<file path="src/rtl/uart_rx_cfg.sv">
// Runtime-configurable UART receiver: DATA_W data bits, optional parity, 1/2 stop bits,
// glitch-filtered start, break detect. Define UART_RX_MAJORITY_EN for 2-of-3 bit sampling.
module uart_rx_cfg #(
  parameter int DATA_W = 8,
  parameter int DIV_W  = 16,
  parameter int OVS    = 16
) (
  input  logic              clk,
  input  logic              reset_,
  input  logic              rx,
  input  logic [DIV_W-1:0]  cfg_div,
  input  logic              cfg_par_en,
  input  logic              cfg_par_odd,
  input  logic              cfg_stop2,
  output logic              rx_busy,
  output logic              rx_end,
  output logic [DATA_W-1:0] rx_data,
  output logic              rx_perr,
  output logic              rx_ferr,
  output logic              rx_break
);

  localparam int SW = $clog2(OVS);
  localparam int BW = 4;
`ifdef UART_RX_MAJORITY_EN
  localparam int DEC_AT = OVS/2 + 1;
`else
  localparam int DEC_AT = OVS/2;
`endif

  typedef enum logic [2:0] {IDLE, START, DATA, PARITY, STOP, BRK} state_t;

  state_t             state, state_n;
  logic               rx_q1, rxs;
  logic [DIV_W-1:0]   tick_cnt, div_live_m1, sh_div;
  logic               sh_par_en, sh_par_odd, sh_stop2;
  logic [SW-1:0]      s_cnt;
  logic [BW-1:0]      bit_cnt;
  logic [DATA_W-1:0]  data_sh;
  logic               par_bit, s1_bit, stop_idx;
  logic               tick, dec, bit_val, done;
  logic               s1_now, ferr_n, perr_n, brk_n;

  always_ff @(posedge clk or negedge reset_) begin
    if (!reset_) begin
      rx_q1 <= 1'b1;
      rxs   <= 1'b1;
    end else begin
      rx_q1 <= rx;
      rxs   <= rx_q1;
    end
  end

  assign div_live_m1 = (cfg_div == '0) ? '0 : cfg_div - DIV_W'(1);
  assign tick        = (state != IDLE) && (tick_cnt == '0);
  assign dec         = tick && (s_cnt == SW'(DEC_AT));
  assign rx_busy     = (state != IDLE);

`ifdef UART_RX_MAJORITY_EN
  logic m0, m1;
  always_ff @(posedge clk or negedge reset_) begin
    if (!reset_) begin
      m0 <= 1'b1;
      m1 <= 1'b1;
    end else if (tick) begin
      if (s_cnt == SW'(OVS/2 - 1)) m0 <= rxs;
      if (s_cnt == SW'(OVS/2))     m1 <= rxs;
    end
  end
  assign bit_val = (m0 & m1) | (m0 & rxs) | (m1 & rxs);
`else
  assign bit_val = rxs;
`endif

  // With stop2 the final decision lands on the second stop bit; s1 was stored earlier.
  assign s1_now = stop_idx ? s1_bit : bit_val;
  assign ferr_n = ~s1_now | (sh_stop2 & stop_idx & ~bit_val);
  assign perr_n = sh_par_en & (^data_sh ^ par_bit ^ sh_par_odd);
  assign brk_n  = (data_sh == '0) && !(sh_par_en && par_bit) && !s1_now;

  always_ff @(posedge clk or negedge reset_) begin
    if (!reset_) state <= IDLE;
    else         state <= state_n;
  end

  always_comb begin
    state_n = state;
    done    = 1'b0;
    unique case (state)
      IDLE:   if (!rxs) state_n = START;
      START:  if (dec) state_n = bit_val ? IDLE : DATA;
      DATA:   if (dec && bit_cnt == BW'(DATA_W-1)) state_n = sh_par_en ? PARITY : STOP;
      PARITY: if (dec) state_n = STOP;
      STOP: begin
        if (dec && !(sh_stop2 && !stop_idx)) begin
          done    = 1'b1;
          state_n = brk_n ? BRK : IDLE;
        end
      end
      BRK:    if (rxs) state_n = IDLE;
      default: state_n = IDLE;
    endcase
  end

  always_ff @(posedge clk or negedge reset_) begin
    if (!reset_) begin
      tick_cnt   <= '0;
      sh_div     <= '0;
      sh_par_en  <= 1'b0;
      sh_par_odd <= 1'b0;
      sh_stop2   <= 1'b0;
      s_cnt      <= '0;
      bit_cnt    <= '0;
      data_sh    <= '0;
      par_bit    <= 1'b0;
      s1_bit     <= 1'b0;
      stop_idx   <= 1'b0;
      rx_end     <= 1'b0;
      rx_data    <= '0;
      rx_perr    <= 1'b0;
      rx_ferr    <= 1'b0;
      rx_break   <= 1'b0;
    end else begin
      rx_end <= done;
      if (done) begin
        rx_data  <= data_sh;
        rx_perr  <= perr_n;
        rx_ferr  <= ferr_n;
        rx_break <= brk_n;
      end
      // Divisor tracks the live config while idle, then runs from the frame shadow.
      if (state == IDLE)        tick_cnt <= div_live_m1;
      else if (tick_cnt == '0)  tick_cnt <= sh_div;
      else                      tick_cnt <= tick_cnt - DIV_W'(1);
      if (state == IDLE && !rxs) begin
        sh_div     <= div_live_m1;
        sh_par_en  <= cfg_par_en;
        sh_par_odd <= cfg_par_odd;
        sh_stop2   <= cfg_stop2;
      end
      if (state == IDLE)  s_cnt <= '0;
      else if (tick)      s_cnt <= (s_cnt == SW'(OVS-1)) ? '0 : s_cnt + SW'(1);
      if (state == START) bit_cnt <= '0;
      else if (state == DATA && dec) begin
        bit_cnt <= bit_cnt + BW'(1);
        data_sh <= {bit_val, data_sh[DATA_W-1:1]};
      end
      if (state == PARITY && dec) par_bit <= bit_val;
      if (state != STOP) stop_idx <= 1'b0;
      else if (dec) begin
        stop_idx <= 1'b1;
        if (!stop_idx) s1_bit <= bit_val;
      end
    end
  end

endmodule

</file>
<file path="config.mk">
export PLATFORM = sky130hd
export DESIGN_NAME = uart_rx_cfg
export DESIGN_NICKNAME = d
export VERILOG_FILES = /design/src/rtl/uart_rx_cfg.sv
export SDC_FILE = /design/constraint.sdc
export NUM_CORES = 1
export LEC_CHECK = 0
export BUFFER_PORTS_ARGS = -buffer_cell sky130_fd_sc_hd__buf_2
export CORE_ASPECT_RATIO = 2
export CORE_MARGIN = 2
export CORE_UTILIZATION = 60
export DETAILED_ROUTE_END_ITERATION = 8
export HOLD_SLACK_MARGIN = 0.08
export PLACE_DENSITY = 0.8
export SLEW_MARGIN = 20
export SYNTH_ARGS = -nofsm -noshare
export SYNTH_HDL_FRONTEND = slang
export SYNTH_SLANG_ARGS = --single-unit
</file>
<file path="constraint.sdc">
create_clock -name clk -period 4.8 [get_ports clk]
set_clock_uncertainty 0.1 [all_clocks]
set_input_delay 0.96 -clock clk [delete_from_list [all_inputs] [get_ports clk]]
set_output_delay 0.96 -clock clk [all_outputs]
set_load 0.02 [all_outputs]
</file>
==> flow_metrics.py, run 1 <==
metrics = {
    "die": {
        "rows": 42,
        "dieArea_sq_um": 7334,
        "initial_core_util": 0.6102,
        "die_w_um": 61.57,
        "die_h_um": 119.1,
        "design.core.area_sq_um": 6516,
        "ioPinCount": 35,
    },
    "yosys": {
        "postSynthCellCount": 402,
        "synth_area_per_cell_sq_um": 9.891,
        "ys.flop_type": "dfrtp_1",
        "async_flop_share": 1.000,
        "ys_seq_area_frac": 0.4475,
        "synth_fp_nets": 435,
        "synth_cell_type_count": 64,
        "yosysTopAreaCellShare": 0.4342,
        "yosysTopAreaCell": "dfrtp_1",
        "synth_edf_count": 0,
        "ys_warn_count": 0,
        "synth_area_sq_um": 3976,
        "synth-seq-cells": 71,
        "ys_top_cells_by_area": "dfrtp_1, o21ai_0, nand2_1",
    },
    "clock_tree": {
        "cts_sinks": 71,
        "cts_hold_buf": 0,
        "cts_buffers": 9,
        "htreeDepth": 3,
        "cts_buffer_depth": 2,
        "cts_tree": "done",
        "path_clk_slew_ns": 0.06,
        "clock_latency_ns": 0.33,
        "cts_resized": 0,
        "cts_root_buf": "clkbuf_16",
        "cts_setup_buffers": 0,
    },
    "power_and_ir_drop": {
        "clkPwrFrac": 0.423,
        "p_int_mw": 1.252,
        "power_density_nw_per_um2": 378.0,
        "peakVddDrop_v": 0.0002897,
        "p_seq_frac": 0.436,
        "leakagePower_nw": 2.099,
        "comb_power_share": 0.141,
        "p_sw_uw": 466.3,
        "finalPower_mw": 1.718,
        "swShare": 0.2714,
    },
    "setup_path": {
        "cp_num_buf_inv": 3,
        "critPathLaunchType": "register",
        "crit_type": "register to output port",
        "critical-path-slowest-cell": "dfrtp_1",
        "crit_chain": "or2_2, nor2_2, buf_4, clkinv_1, buf_2",
        "slowest_delay_ns": 0.53,
        "reg2reg_depth": 7,
        "r2r_setup_slack_ns": 2.07,
        "cp.arrival_ns": 2.34,
        "reg2reg_to": "data_sh[7]$_DFFE_PN0P_",
        "cp_max_fo": 19,
        "crit_family": "buffers and inverters",
        "r2r_start": "tick_cnt[0]$_DFF_PN0_",
        "end_kind": "output port",
        "required_ns": 3.74,
    },
    "timing": {
        "hold_slack_ns": 0.2572,
        "hold_viol": 0,
        "drv_slew": 0,
        "fin_crit_sh": 0.7091,
        "fin_setup_tns_ns": 0,
        "clock.fmax_ghz": 0.2938,
        "timing.final.crit_period_ns": 3.404,
        "tightest_slew_ns": 0.8846,
        "relSlewSlack": 0.4089,
        "setup_violations": 0,
        "rsz0062_at_grt": "no",
    },
    "placed_design": {
        "dpl.cell_count": 510,
        "port_buffers": 34,
        "place_congestion": 0.8854,
        "place_hpwl_um": 6266,
    },
    "min_path": {
        "min_path_cells": 0,
        "hold_class": "register to register",
        "min_to": "bit_val$_DFF_PN1_",
        "hold_start": "rx_q1$_DFF_PN1_",
    },
    "routing": {
        "drt_iter0_drc": 295,
        "firstDrtPassIters": 5,
        "via_count": 3227,
        "routed_wl_um": 9013,
        "drc_errors": 0,
        "drtAntennaViolNets": 0,
        "vias_per_cell": 6.135,
        "drt-wirelength-per-cell_um": 17.13,
    },
    "layout": {
        "final_cells": 526,
        "mostFrequentLayoutCells": "dfrtp_1, nand2_1, o21ai_0",
        "diodes": 0,
        "syn_to_final_growth_pct": 14.32,
        "drive_gt1_frac": 0.1941,
        "layout_commonest_cell": "dfrtp_1",
        "fill_cells": 518,
        "nets": 466,
    },
    "outcome": {
        "status": "finished, final reports clean",
    },
    "grt": {
        "antenna_found_initial": 0,
        "grt_overflow_total": 0,
        "grt_max_degree": 52,
        "grt_pass1_wl_um": 15200,
        "grt_pass1_vias": 3120,
        "grt_usage": 0.2729,
    },
    "job": {
        "drv_cap": 0,
    },
}
==> metal layers <==
metal  share of wire  track usage  up-vias
met5               0            0        -
li1                -            -     1516
met4           0.015      0.08112        0
met1            0.42       0.3899     1559
met3           0.057      0.04126       14
met2            0.51       0.4243      138
==> cell usage after synthesis (3+ instances only) <==
cell type and instances:
a21o_1 5, a21oi_1 11, clkbuf_1 15, dfrtp_1 69
ha_1 11, inv_1 18, mux2_2 8, mux2_4 8
mux2i_1 7, nand2_1 43, nand2b_1 3, nand3_1 6
nand4_1 4, nor2_1 26, nor2b_1 4, nor3_1 10
nor3b_1 3, nor4_1 10, nor4_4 3, o211ai_1 4
o21a_1 3, o21ai_0 40, o22ai_1 8, o31ai_1 6
or4_1 3, xnor2_1 15, xor2_1 12
==> cell families after synthesis <==
kind of cell / share of synthesized area
XOR/XNOR: 0.05947
adder cells (fa/ha/maj): 0.03461
buffers and inverters: 0.03335
AO/OA/AOI/OAI: 0.1576
flip-flops: 0.4475
AND/OR/NAND/NOR: 0.1970
multiplexers: 0.07049
==> power by group through the flow <==
stage | clock network (mW) | registers (mW) | logic (mW)
2_1_floorplan | 0 | 0.735 | 0.169
3_3_place_gp | 0 | 0.750 | 0.227
3_5_place_dp | 0 | 0.756 | 0.238
4_1_cts | 0.730 | 0.747 | 0.241
5_1_grt | 0.756 | 0.757 | 0.270
6_report | 0.727 | 0.749 | 0.243
==> registers in the layout, indices dropped and copies added (netlist names), 3 cells and up <==
| name | count |
|---|---|
| sh_div | 16 |
| tick_cnt | 16 |
| state | 3 |
| data_sh | 8 |
| s_cnt | 4 |
| rx_data | 8 |
| bit_cnt | 4 |
==> stage by stage <==
stage / util / instance area [sq um] / worst slack, ns
final: 0.6976 / 4546 / 1.396
after global routing: 0.6976 / 4546 / 1.261
after CTS: 0.6972 / 4543 / 1.424
after detailed placement: 0.6461 / 4210 / 1.687
after global placement: 0.6461 / 4210 / 1.850
after floorplan: - / 3976 / 2.114
==> area by class of cell <==
class / count / area [sq um] / area share
clock buffers: 11 / 252.7 / 0.05560
multi-input cells: 296 / 2064 / 0.4542
flip-flops and latches: 71 / 1779 / 0.3914
clock inverters: 5 / 80.08 / 0.01762
inverters: 19 / 71.32 / 0.01569
repair buffers: 36 / 187.7 / 0.04129
well taps: 88 / 110.1 / 0.02422
==> worst max-delay path by stage <==
stage	from	to	slack, ns	cells past startpoint
final	state[0]$_DFFE_PN0P_	rx_busy	1.40	5
after global routing	state[0]$_DFFE_PN0P_	rx_busy	1.26	5
after CTS	state[0]$_DFFE_PN0P_	rx_busy	1.42	5
after detailed placement	cfg_div[4]	sh_div[13]$_DFFE_PN0P_	1.69	6
after global placement	state[0]$_DFFE_PN0P_	rx_busy	1.85	5
after floorplan	state[0]$_DFFE_PN0P_	rx_busy	2.11	5
Power figures use the tool's default switching activity.
==> run 2, diff against run 1 <==
Settings changed: ABC_AREA set to 1, CORE_UTILIZATION 60 to 54, PLACE_DENSITY 0.8 to 0.76.
Clock period 4.8 ns to 3.01 ns, I/O delays scaled along.
==> run 2 against run 1 <==
Against the previous run:
- synthesized cell count grew 27%
- critical endpoint is now bit_cnt[0]$_DFFE_PN0P_
- sequential share of layout area shrank 0.74 points
- via count grew 6.9%
- critical path type is now register to register
- total power grew 120%
- worst hold slack lost 0.056 ns
- register-to-register slack lost 1.2 ns
==> flow_metrics.py, run 2 <==
metrics = {
    "outcome": {
        "status": "finished, final reports clean",
    },
    "die": {
        "initial_core_util": 0.5553,
        "design.core.area_sq_um": 7267,
        "die_w_um": 65.13,
        "ioPinCount": 35,
        "rows": 44,
        "die_h_um": 126.3,
        "dieArea_sq_um": 8222,
    },
    "yosys": {
        "synth_area_sq_um": 4035,
        "synth-seq-cells": 71,
        "synth_area_per_cell_sq_um": 7.897,
        "synth.most_common_cell": "nand2_1",
        "yosysTopAreaCellShare": 0.4279,
        "yosysTopAreaCell": "dfrtp_1",
        "ys_top_cells_by_area": "dfrtp_1, nand2_1, inv_1",
        "synth_edf_count": 0,
        "ys_warn_count": 0,
        "async_flop_share": 1.000,
        "synth_cell_type_count": 33,
        "postSynthCellCount": 511,
        "synth_common_cells": "nand2_1, dfrtp_1, inv_1",
        "ys.flop_type": "dfrtp_1",
        "ys_seq_area_frac": 0.4409,
        "synth_fp_nets": 544,
    },
    "clock_tree": {
        "clock_latency_ns": 0.34,
        "cts_buffer_depth": 2,
        "cts_buffers": 9,
        "htreeDepth": 3,
        "cts_resized": 0,
        "cts_root_buf": "clkbuf_16",
        "cts_sinks": 71,
        "cts_hold_buf": 0,
        "path_clk_slew_ns": 0.06,
        "cts_tree": "done",
        "cts_setup_buffers": 0,
    },
    "setup_path": {
        "r2r_start": "tick_cnt[0]$_DFF_PN0_",
        "cp.arrival_ns": 2.29,
        "cp_max_fo": 22,
        "required_ns": 3.15,
        "r2r_setup_slack_ns": 0.86,
        "critPathLaunchType": "register",
        "crit_start": "tick_cnt[0]$_DFF_PN0_",
        "end_kind": "register",
        "crit_type": "register to register",
    },
    "job": {
        "drv_cap": 0,
    },
    "power_and_ir_drop": {
        "finalPower_mw": 3.808,
        "power_density_nw_per_um2": 821.9,
        "peakVddDrop_v": 0.0003940,
        "leakagePower_nw": 2.244,
    },
    "placed_design": {
        "place_congestion": 0.9907,
        "place_hpwl_um": 7217,
        "port_buffers": 34,
    },
    "grt": {
        "grt_pass1_vias": 3560,
        "grt_pass1_wl_um": 16280,
        "grt_max_degree": 40,
        "antenna_found_initial": 0,
        "grt_usage": 0.2616,
        "grt_overflow_total": 0,
    },
    "layout": {
        "syn_to_final_growth_pct": 14.82,
        "top_regs": "sh_div: 16 flops, tick_cnt: 16 flops",
        "mostFrequentLayoutCells": "nand2_1, dfrtp_1, inv_1",
        "drive_gt1_frac": 0.1658,
        "diodes": 0,
        "layout_commonest_cell": "nand2_1",
        "nets": 583,
    },
    "routing": {
        "routed_wl_um": 9437,
        "drc_errors": 0,
        "drt_iter0_drc": 206,
        "drtAntennaViolNets": 0,
        "drt-wirelength-per-cell_um": 14.59,
        "vias_per_cell": 5.332,
        "firstDrtPassIters": 4,
        "via_count": 3450,
    },
    "timing": {
        "setup_violations": 0,
        "rsz0062_at_grt": "no",
        "tightest_slew_ns": 0.5399,
        "hold_viol": 0,
        "relSlewSlack": 0.6373,
        "timing.final.crit_period_ns": 2.151,
        "fin_crit_sh": 0.7147,
        "drv_slew": 0,
        "clock.fmax_ghz": 0.4648,
        "fin_setup_tns_ns": 0,
    },
    "min_path": {
        "hold_class": "primary input to asynchronous set/reset pin",
    },
}
run 2: cell types whose count changed after synthesis, sizes merged, moves of 10 or more:
| cell | before | now |
|---|---|---|
| nor4 | 13 | 1 |
| mux2 | 16 | 0 |
| nand2 | 44 | 148 |
| nor2 | 28 | 60 |
| inv | 18 | 58 |
| clkbuf | 15 | 5 |
| nand3 | 7 | 37 |
run 2: final timing paths:
| check | to | cells past startpoint |
|---|---|---|
| worst max-delay path | bit_cnt[0]$_DFFE_PN0P_ | 11 |
| worst min-delay path | s_cnt[1]$_DFFE_PN0P_ | 2 |
| worst max register to register | bit_cnt[0]$_DFFE_PN0P_ | 11 |
| worst min register to register | bit_val$_DFF_PN1_ | 0 |
| max in group asynchronous | data_sh[7]$_DFFE_PN0P_ | 2 |
| min in group clk | bit_val$_DFF_PN1_ | 0 |
run 2: worst max-delay path, cell delays in order (launching register included):
cell	delay (ns)
dfrtp_1	0.41
inv_1	0.10
ha_1	0.20
nand3_1	0.12
nor2_2	0.15
nand3_2	0.19
nor2_4	0.18
nand2_2	0.25
inv_1	0.18
nand2_1	0.07
nand2_1	0.05
inv_1	0.03
run 2: final cells by class:
class,count,area (sq um)
sequential,71,1779
clock buffer,9,225.2
tap,92,115.1
multi-input combinational,371,1966
clock inverter,7,120.1
inverter,58,220.2
fill,658,2634
timing repair buffer,39,207.7
run 2: report_power, final:
group / switching, mW / total, mW / leakage (nW) / internal (mW)
clock: 0.414 / 1.22 / 0.166 / 0.811
combinational: 0.752 / 1.15 / 1.16 / 0.399
sequential: 0.223 / 1.43 / 0.922 / 1.21
total: 1.39 / 3.81 / 2.24 / 2.42
run 2: cell families after synthesis:
kind of cell / Yosys count / synth area share
DFF: 71 / 0.4409
AOI/OAI and AO/OA: 69 / 0.1036
and+or+nand+nor: 262 / 0.2865
adders and majority gates: 11 / 0.03411
buffers and inverters: 69 / 0.07194
xor gates and xnor gates: 29 / 0.06294
run 2: metal layers:
metal  wire [um]  GRT usage
met5           0          0
met2        5570     0.4973
met1        3280     0.2595
met3         308    0.04464
met4         277     0.1360
run 2: per-stage QoR:
step	utilization	cells	setup slack, ns	hold WS [ns]	cell area [sq um]
floorplan	-	511	1.174	0.2064	4035
global placement	0.5900	631	0.9009	0.2471	4288
detailed placement	0.5900	631	0.8214	0.2472	4288
CTS	0.6376	647	0.8662	0.2130	4633
global route	0.6376	647	0.6346	0.2419	4633
finish	0.6376	647	0.8587	0.2013	4633
==> run 3, diff against run 2 <==
Settings changed: CORE_UTILIZATION 54 to 60, PLACE_DENSITY 0.76 to 0.8.
Clock period 3.01 ns to 2 ns, I/O delays scaled along.
==> run 3 against run 2 <==
Against the previous run:
- core utilization up 8.3 points
- non-clock buffer count is 12 higher
- sequential power is 50% higher
- combinational power rose by 56%
- worst hold slack worse by 0.016 ns
- sequential cell count unchanged
- setup slack got worse by 0.80 ns
- count of clock-buffer cells in the layout grew 4
- clock power rose by 42%
- largest power group unchanged
==> flow_metrics.py, run 3 (synthesis gave the netlist of run 2 again) <==
metrics = {
    "die": {
        "initial_core_util": 0.6143,
        "rows": 42,
        "design.core.area_sq_um": 6569,
        "die_w_um": 61.99,
        "dieArea_sq_um": 7437,
        "die_h_um": 120.0,
        "ioPinCount": 35,
    },
    "routing": {
        "drtAntennaViolNets": 0,
        "firstDrtPassIters": 7,
        "via_count": 3555,
        "vias_per_cell": 5.427,
        "drc_errors": 0,
        "drt_iter0_drc": 252,
        "routed_wl_um": 9347,
        "drt-wirelength-per-cell_um": 14.27,
    },
    "grt": {
        "grt_usage": 0.2827,
        "grt_pass1_vias": 3634,
        "grt_overflow_total": 0,
        "antenna_found_initial": 0,
        "grt_max_degree": 72,
        "grt_pass1_wl_um": 15570,
    },
    "min_path": {
        "hold_class": "primary input to register",
    },
    "layout": {
        "final_util": 0.7204,
        "seq_area_sq_um": 1782,
        "mostFrequentLayoutCells": "nand2_1, dfrtp_1, inv_1",
        "stdcell_area_sq_um": 4732,
        "multiInputGateArea_sq_um": 1979,
        "syn_to_final_growth_pct": 17.27,
        "layout_commonest_cell": "nand2_1",
        "fill_cells": 512,
        "nets": 595,
        "diodes": 0,
        "top_regs": "sh_div: 16 flops, tick_cnt: 16 flops",
        "drive_gt1_frac": 0.1817,
    },
    "power_and_ir_drop": {
        "comb_power_share": 0.316,
        "p_seq_frac": 0.380,
        "p_int_mw": 3.646,
        "finalPower_mw": 5.672,
        "clkPwrFrac": 0.304,
        "power_density_nw_per_um2": 1199,
        "p_sw_mw": 2.026,
        "leakagePower_nw": 2.309,
        "peakVddDrop_v": 0.0005928,
        "swShare": 0.3572,
    },
    "placed_design": {
        "placedInstanceArea_sq_um": 4370,
        "place_hpwl_um": 6966,
        "dpl_worst_slack_ns": 0.05776,
        "port_buffers": 34,
        "place_congestion": 0.9857,
    },
    "setup_path": {
        "critPathLaunchType": "register",
        "end_kind": "output port",
        "required_ns": 1.50,
        "crit_type": "register to output port",
        "cp.arrival_ns": 1.44,
        "cp_max_fo": 11,
    },
    "timing": {
        "setup_violations": 0,
        "fin_crit_sh": 0.9719,
        "worst_slack_ns": 0.05611,
        "drv_slew": 0,
        "fin_setup_tns_ns": 0,
        "hold_viol": 0,
        "clock.fmax_ghz": 0.5144,
        "rsz0062_at_grt": "yes",
        "timing.final.crit_period_ns": 1.944,
        "tightest_slew_ns": 0.4904,
        "relSlewSlack": 0.6701,
    },
    "clock_tree": {
        "cts_buffer_depth": 2,
        "htreeDepth": 3,
        "cts_sinks": 71,
        "cts_buffers": 9,
        "cts_tree": "done",
        "cts_setup_buffers": 0,
        "cts_root_buf": "clkbuf_16",
        "path_clk_slew_ns": 0.05,
        "clock_latency_ns": 0.34,
    },
    "outcome": {
        "status": "finished, final reports clean",
    },
    "job": {
        "drv_cap": 0,
    },
}
-- run 3: worst max-delay path: stages (launching register included) --
cell and delay, ns:
dfrtp_2 0.45, nor3_4 0.21, inv_2 0.08, buf_4 0.19, buf_2 0.17
-- run 3: per-layer routing --
metal  vias to the layer above  global-route usage  part of all wire
li1                       1751                   -                 -
met1                      1681              0.2714              0.34
met2                        94              0.5052              0.58
met3                        29             0.05172             0.037
met4                         0              0.1795             0.039
met5                         -                   0                 0
-- run 3: cell type report --
type,instances,share of cell area
timing repair buffer,51,0.06663
clock inverter,3,0.01375
tap,88,0.02327
sequential,71,0.3765
multi-input combinational,371,0.4183
clock buffer,13,0.05500
inverter,58,0.04654
-- run 3: final timing paths --
path / from / end / slack (ns) / cells past startpoint
max: state[2]$_DFFE_PN0P_ / rx_busy / 0.06 / 4
max in group asynchronous: reset_ / rx_q1$_DFF_PN1_ / 0.94 / 3
max reg2reg: tick_cnt[12]$_DFF_PN0_ / rx_data[6]$_DFFE_PN0P_ / 0.15 / 10
min reg2reg: rx_q1$_DFF_PN1_ / bit_val$_DFF_PN1_ / 0.26 / 0
min in group asynchronous: reset_ / sh_stop2$_DFFE_PN0P_ / 0.52 / 3
min: cfg_par_odd / sh_par_odd$_DFFE_PN0P_ / 0.19 / 3
-- run 3: timing repair --
action | CTS | global route
hold endpoints to repair | 70 | 0
setup endpoints to repair | 0 | 13
hold buffers | 2 | 0
resized for setup | 0 | 5
-- run 3: through the flow --
stage,hold slack (ns),instances
floorplan,0.004409,511
global placement,0.2474,637
detailed placement,0.2509,637
CTS,0.1800,655
global route,0.1870,655
finish,0.1850,655
-- run 3: power groups by stage --
stage | combinational [mW] | clock (mW) | sequential (mW)
2_1_floorplan | 1.29 | 0 | 2.08
3_3_place_gp | 1.72 | 0 | 2.13
3_5_place_dp | 1.76 | 0 | 2.16
4_1_cts | 1.78 | 1.73 | 2.13
5_1_grt | 2.02 | 1.80 | 2.19
6_report | 1.79 | 1.73 | 2.15
